===== src/rtl/mux_pkg.sv =====
// mux_pkg
// Shared types and limits for the mux_rr streaming multiplexer.
//   mode_e   : channel choice policy (direct select / round-robin)
//   ostate_e : output stage occupancy (SKID only reachable when MUX_SKID_EN is defined)
//   MUX_NCH_MAX : largest supported channel count
package mux_pkg;

  localparam int MUX_NCH_MAX = 64;

  typedef enum logic {
    MODE_SEL = 1'b0,
    MODE_RR  = 1'b1
  } mode_e;

  typedef enum logic [1:0] {
    EMPTY = 2'd0,
    FULL  = 2'd1,
    SKID  = 2'd2
  } ostate_e;

endpackage


===== src/rtl/rr_arbiter.sv =====
// rr_arbiter
// Combinational round-robin grant: first asserted request at or after ptr,
// wrapping to the lowest asserted request when nothing at/after ptr is set.
// Ports:
//   req     in  NCH   request vector
//   ptr     in  SELW  highest-priority index for this cycle
//   gnt     out NCH   one-hot grant (all zero when no request)
//   gnt_idx out SELW  index of the granted request
//   gnt_any out 1     at least one request present
module rr_arbiter #(
  parameter int NCH  = 32,
  parameter int SELW = $clog2(NCH)
) (
  input  logic [NCH-1:0]  req,
  input  logic [SELW-1:0] ptr,
  output logic [NCH-1:0]  gnt,
  output logic [SELW-1:0] gnt_idx,
  output logic            gnt_any
);

  logic [NCH-1:0]  hi_req;
  logic [SELW-1:0] hi_idx;
  logic [SELW-1:0] lo_idx;

  // Two parallel lowest-set-bit searches instead of a rotating chain: one over
  // requests at/after ptr, one over all requests. The masked search wins when it
  // finds anything, which gives the wrap-around order with a short logic depth.
  always_comb begin
    hi_req = '0;
    for (int i = 0; i < NCH; i++) begin
      hi_req[i] = req[i] && (i >= int'(ptr));
    end
    hi_idx = '0;
    lo_idx = '0;
    for (int i = NCH - 1; i >= 0; i--) begin
      if (hi_req[i]) hi_idx = SELW'(i);
      if (req[i])    lo_idx = SELW'(i);
    end
    gnt_any = |req;
    gnt_idx = (|hi_req) ? hi_idx : lo_idx;
    gnt     = '0;
    if (gnt_any) gnt[gnt_idx] = 1'b1;
  end

endmodule


===== src/rtl/mux_rr.sv =====
// mux_rr
// N-channel registered multiplexer with valid/ready handshake on every channel.
// mode=0 picks channel sel directly; mode=1 grants valid channels round-robin.
// Build option: define MUX_SKID_EN to add a one-word skid register so that
// in_ready no longer depends combinationally on out_ready.
// Ports:
//   clk, rst_n        clock, asynchronous active-low reset
//   mode              0 direct select, 1 round-robin
//   sel   [SELW]      channel used in direct mode (>= NCH means no grant)
//   in_valid [NCH]    per-channel request
//   in_data [NCH*W]   channel k at [k*WIDTH +: WIDTH]
//   in_ready [NCH]    per-channel accept, at most one bit high
//   out_valid/out_data/out_ch  registered output word and its source channel
//   out_ready         consumer accept
module mux_rr
  import mux_pkg::*;
#(
  parameter int NCH   = 32,
  parameter int WIDTH = 32,
  parameter int SELW  = $clog2(NCH)
) (
  input  logic                 clk,
  input  logic                 rst_n,
  input  logic                 mode,
  input  logic [SELW-1:0]      sel,
  input  logic [NCH-1:0]       in_valid,
  input  logic [NCH*WIDTH-1:0] in_data,
  output logic [NCH-1:0]       in_ready,
  output logic                 out_valid,
  output logic [WIDTH-1:0]     out_data,
  output logic [SELW-1:0]      out_ch,
  input  logic                 out_ready
);

  ostate_e         state;
  logic [SELW-1:0] ptr;
  mode_e           cur_mode;

  logic [NCH-1:0]   rr_gnt;
  logic [SELW-1:0]  rr_idx;
  logic             rr_any;

  logic [NCH-1:0]   onehot;
  logic [SELW-1:0]  g;
  logic             g_any;
  logic             accept;
  logic             xfer;
  logic [WIDTH-1:0] g_data;

`ifdef MUX_SKID_EN
  logic [WIDTH-1:0] skid_data;
  logic [SELW-1:0]  skid_ch;
`endif

  assign cur_mode = mode_e'(mode);

  rr_arbiter #(.NCH(NCH), .SELW(SELW)) u_arb (
    .req     (in_valid),
    .ptr     (ptr),
    .gnt     (rr_gnt),
    .gnt_idx (rr_idx),
    .gnt_any (rr_any)
  );

  // Grant, handshake and data selection. The data mux is AND-OR over the
  // one-hot grant so an out-of-range sel never indexes past in_data.
  always_comb begin
`ifdef MUX_SKID_EN
    accept = (state != SKID);
`else
    accept = (state == EMPTY) || out_ready;
`endif
    onehot = '0;
    if (cur_mode == MODE_RR) begin
      g      = rr_idx;
      g_any  = rr_any;
      onehot = rr_gnt;
    end else begin
      g     = sel;
      g_any = (int'(sel) < NCH);
      if (g_any) onehot[sel] = 1'b1;
    end
    in_ready = (rst_n && g_any && accept) ? onehot : '0;
    xfer     = rst_n && g_any && accept && (|(onehot & in_valid));
    g_data   = '0;
    for (int k = 0; k < NCH; k++) begin
      g_data = g_data | (in_data[k*WIDTH +: WIDTH] & {WIDTH{onehot[k]}});
    end
  end

  // Output stage and round-robin pointer. Draining and loading in the same
  // cycle keeps the stage FULL so back-to-back words have no bubble.
  always_ff @(posedge clk or negedge rst_n) begin
    if (!rst_n) begin
      state     <= EMPTY;
      out_valid <= 1'b0;
      out_data  <= '0;
      out_ch    <= '0;
      ptr       <= '0;
`ifdef MUX_SKID_EN
      skid_data <= '0;
      skid_ch   <= '0;
`endif
    end else begin
      if (xfer && cur_mode == MODE_RR) begin
        ptr <= (g == SELW'(NCH - 1)) ? '0 : g + 1'b1;
      end
      case (state)
        EMPTY: begin
          if (xfer) begin
            out_data  <= g_data;
            out_ch    <= g;
            out_valid <= 1'b1;
            state     <= FULL;
          end
        end
        FULL: begin
          if (xfer) begin
`ifdef MUX_SKID_EN
            if (out_ready) begin
              out_data <= g_data;
              out_ch   <= g;
            end else begin
              skid_data <= g_data;
              skid_ch   <= g;
              state     <= SKID;
            end
`else
            out_data <= g_data;
            out_ch   <= g;
`endif
          end else if (out_ready) begin
            out_valid <= 1'b0;
            state     <= EMPTY;
          end
        end
`ifdef MUX_SKID_EN
        SKID: begin
          if (out_ready) begin
            out_data <= skid_data;
            out_ch   <= skid_ch;
            state    <= FULL;
          end
        end
`endif
        default: begin
          out_valid <= 1'b0;
          state     <= EMPTY;
        end
      endcase
    end
  end

endmodule


===== config.mk =====
export PLATFORM = sky130hd
export DESIGN_NAME = mux_rr
export DESIGN_NICKNAME = d
export VERILOG_FILES = /design/src/rtl/mux_pkg.sv /design/src/rtl/rr_arbiter.sv /design/src/rtl/mux_rr.sv
export SDC_FILE = /design/constraint.sdc
export NUM_CORES = 1
export LEC_CHECK = 0
export ABC_AREA = 1
export ABC_CLOCK_PERIOD_IN_PS = 3800
export CORE_AREA = 4 4 437 439
export CTS_CLUSTER_DIAMETER = 120
export DETAILED_ROUTE_END_ITERATION = 8
export DIE_AREA = 0 0 441 443
export GPL_ROUTABILITY_DRIVEN = 0
export PLACE_DENSITY = 0.37
export SYNTH_ARGS = -nofsm -noshare
export SYNTH_HDL_FRONTEND = slang
export SYNTH_SLANG_ARGS = --single-unit

===== constraint.sdc =====
create_clock -name clk -period 3.8 [get_ports clk]
set_input_delay 0.38 -clock clk [delete_from_list [all_inputs] [get_ports clk]]
set_output_delay 0.38 -clock clk [all_outputs]
set_load 0.02 [all_outputs]

==> flow_metrics.py <==
metrics = {
    "logic_synthesis": {
        "postSynthCellCount": 2841,
        "yosysSeqAreaShare_pct": 8.74,
        "synth_area_per_cell_sq_um": 4.34,
        "ys_dominant_reg_cell": "dfrtp_1",
        "netlist.area_leader.share_pct": 60.4,
        "synth_seq_cells": 43,
        "ys_top_cells_by_count": "nand2_1, nor2_1, inv_1",
        "synth_top_area_cell": "nand2_1",
        "yosysWarnings": 0,
        "ys_types": 41,
        "yosysMostFrequentCell": "nand2_1",
        "syn_area_sq_um": 12300,
        "synthArstFlopShare_pct": 100,
        "synth_edf_count": 0,
        "syn_nets": 3908,
        "synth_area_leaders": "nand2_1, nor2_1, dfrtp_1, buf_2, nand3_1",
    },
    "finish": {
        "nets": 5477,
        "final_layout_size_suffix_gt1_share_pct": 20.9,
        "area_delta_synth_final_pct": 176,
        "stdcell_area_sq_um": 34100,
    },
    "critical_path": {
        "critPathTopFamily": "simple AND/OR/NAND/NOR gates",
        "cp_max_fo": 9,
        "critPathLaunchType": "flip-flop",
        "path_buf_inv": 10,
        "worst-endpoint-arrival_ns": 4.63,
        "slowest_stage": "dfrtp_2",
        "required_ns": 4.04,
        "critPathMaxStageDelay_ns": 0.51,
        "crit_path_end_kind": "flip-flop",
        "path_common_cell": "nand2_1",
        "critPathKind": "reg2reg",
    },
    "placed_design": {
        "dp_slack_ns": -1.71,
        "placed_area_sq_um": 31000,
        "hpwl_mm": 201,
        "numPortBuffers": 1134,
    },
    "timing": {
        "setup_ws_ns": -0.584,
        "hold_violations": 0,
        "worst_pin_slew_ns": 0.970,
        "max_clock_freq_ghz": 0.228,
        "slew_viol_final": 0,
        "whs_ns": 0.205,
        "period_share_pct": 115,
        "rsz0062_at_grt": "yes",
        "skew_ns": 0.0289,
        "slew_headroom_pct": 35.4,
        "fin_crit_ns": 4.38,
        "finalSetupViolCount": 75,
    },
    "floorplan": {
        "ios": 1135,
        "die_area_sq_um": 195000,
        "fp.dieW_microns": 441,
        "start_util_pct": 6.58,
        "die_y_microns": 443,
        "core_region_area_sq_um": 187000,
        "fp-row-count": 159,
    },
    "clocking": {
        "cts_num_sinks": 43,
        "clkSlewWorstSetupHoldPaths_ns": 0.09,
        "clk_latency_ns": 0.36,
        "cts_buffer_depth": 2,
        "cts_tree": "yes",
        "post_cts_hold_buffer_count": 0,
        "root_buffer": "clkbuf_16",
        "cts_buffers": 5,
        "h-tree-depth": 2,
    },
    "power": {
        "powerDensity_nw_per_um2": 408,
        "p_leak_uw": 0.0159,
        "ir_worst_vdd_mv": 0.335,
        "power.total_uw": 13900,
    },
    "grt": {
        "grt-ovfl-total": 0,
        "antenna_found_initial": 186,
        "grt_pass1_wl_mm": 281,
        "grt_max_degree": 44,
        "grtUsageTotal_pct": 22.2,
        "grt_pass1_vias": 25500,
    },
    "route": {
        "routed_wl_mm": 227,
        "drtPass1Iterations": 5,
        "avgRoutedWirePerCell_microns": 32.8,
        "drcViolationCount": 0,
        "drtIter0Drc": 2552,
        "postRouteAntennaNets": 0,
        "vias": 25900,
        "drt-vias-per-instance": 3.73,
    },
    "run_status": {
        "status": "finished, violations left",
        "violations": "negative setup slack",
    },
    "flow_run": {
        "cap_violations": 0,
    },
    "hold_path": {
        "min-delay-path-class": "in2async",
    },
}
[cell type report]
cell class | instances | area (sq um)
Multi-Input combinational cell | 2593 | 11900
Inverter | 87 | 352
Tap cell | 2495 | 3120
Clock buffer | 6 | 129
Antenna cell | 26 | 65.1
Timing Repair Buffer | 1680 | 17300
Fill cell | 21600 | 153000
Sequential cell | 43 | 1080
Clock inverter | 2 | 60.1
[cell usage in the layout, fill, tap and decap left out, types with 8 or more instances in the layout]
master / count
buf_6: 97
a21oi_1: 10
buf_4: 356
nand3_2: 19
nor3_1: 17
nand4_1: 32
nand2_8: 8
a21oi_4: 10
nand2_2: 94
clkbuf_16: 9
nand2_4: 44
nor2_1: 308
nor2_2: 42
inv_2: 10
inv_1: 69
dfrtp_1: 40
nand3_1: 37
a21oi_2: 18
buf_12: 107
nand3_4: 15
diode_2: 26
clkdlybuf4s50_1: 1097
nand2_1: 1847
nor2_4: 31
[power by group]
| group | leakage, uW | switching [uW] | internal (uW) |
|---|---|---|---|
| combinational | 0.0153 | 7060 | 5250 |
| sequential | 0.000541 | 204 | 673 |
| clock | 0.0000912 | 320 | 382 |
[registers in the layout, summed over array words and instances (netlist names)]
| name | flops |
|---|---|
| out_data | 32 |
| out_ch | 5 |
| ptr | 5 |
| out_valid | 1 |
[cells by family after synthesis]
logic type      count (synthesis)  share of synthesized area, %
buf+inv                       208                          7.51
flops                          43                          8.74
compound gates                 74                          3.59
fa+ha+maj                       2                         0.203
simple gates                 2514                          80.0
[per-layer routing]
layer	routed length [microns]	part of all wire, %	GRT usage [%]	vias up
li1	-	-	-	11800
met1	92100	41	27.5	12100
met2	112000	49	39.5	1449
met3	16900	7.4	4.76	384
met4	5430	2.4	3.99	70
met5	450	0.20	0	-
[path summary, 6_finish.rpt]
| path | depth (start not counted) | start | to | slack [ns] |
|---|---|---|---|---|
| worst max-delay path | 29 | ptr[1] | out_data[21] | -0.58 |
| worst min-delay path | 2 | rst_n | out_valid | 0.20 |
| worst max register to register | 29 | ptr[1] | out_data[21] | -0.58 |
| worst min register to register | 2 | out_data[21] | out_data[21] | 0.48 |
| max in group asynchronous | 2 | rst_n | ptr[1] | 2.85 |
| min in group clk | 2 | out_data[21] | out_data[21] | 0.48 |
[repair_timing]
action	CTS	global route
pin swaps	107	87
endpoints found under the setup margin	75	75
resized for setup	503	119
buffers inserted	76	20
gates cloned	5	5
[through the flow]
step                      std cells  util (%)  setup TNS, ns
after floorplan                2841         -              0
after global placement         6807      16.5         -78.11
after detailed placement       6807      16.5         -63.69
after CTS                      6887      17.8         -29.81
after global routing           6916      18.2         -50.38
final                          6932      18.2         -31.47
[worst reg2reg max path, delay by kind of cell, from the launching register on]
kind	cells	cell delay, ns
AOI/OAI and AO/OA	2	0.54
buffers and inverters	10	1.34
DFF	1	0.51
and+or+nand+nor	17	1.90
No activity file was read; power rests on OpenSTA's default activity.
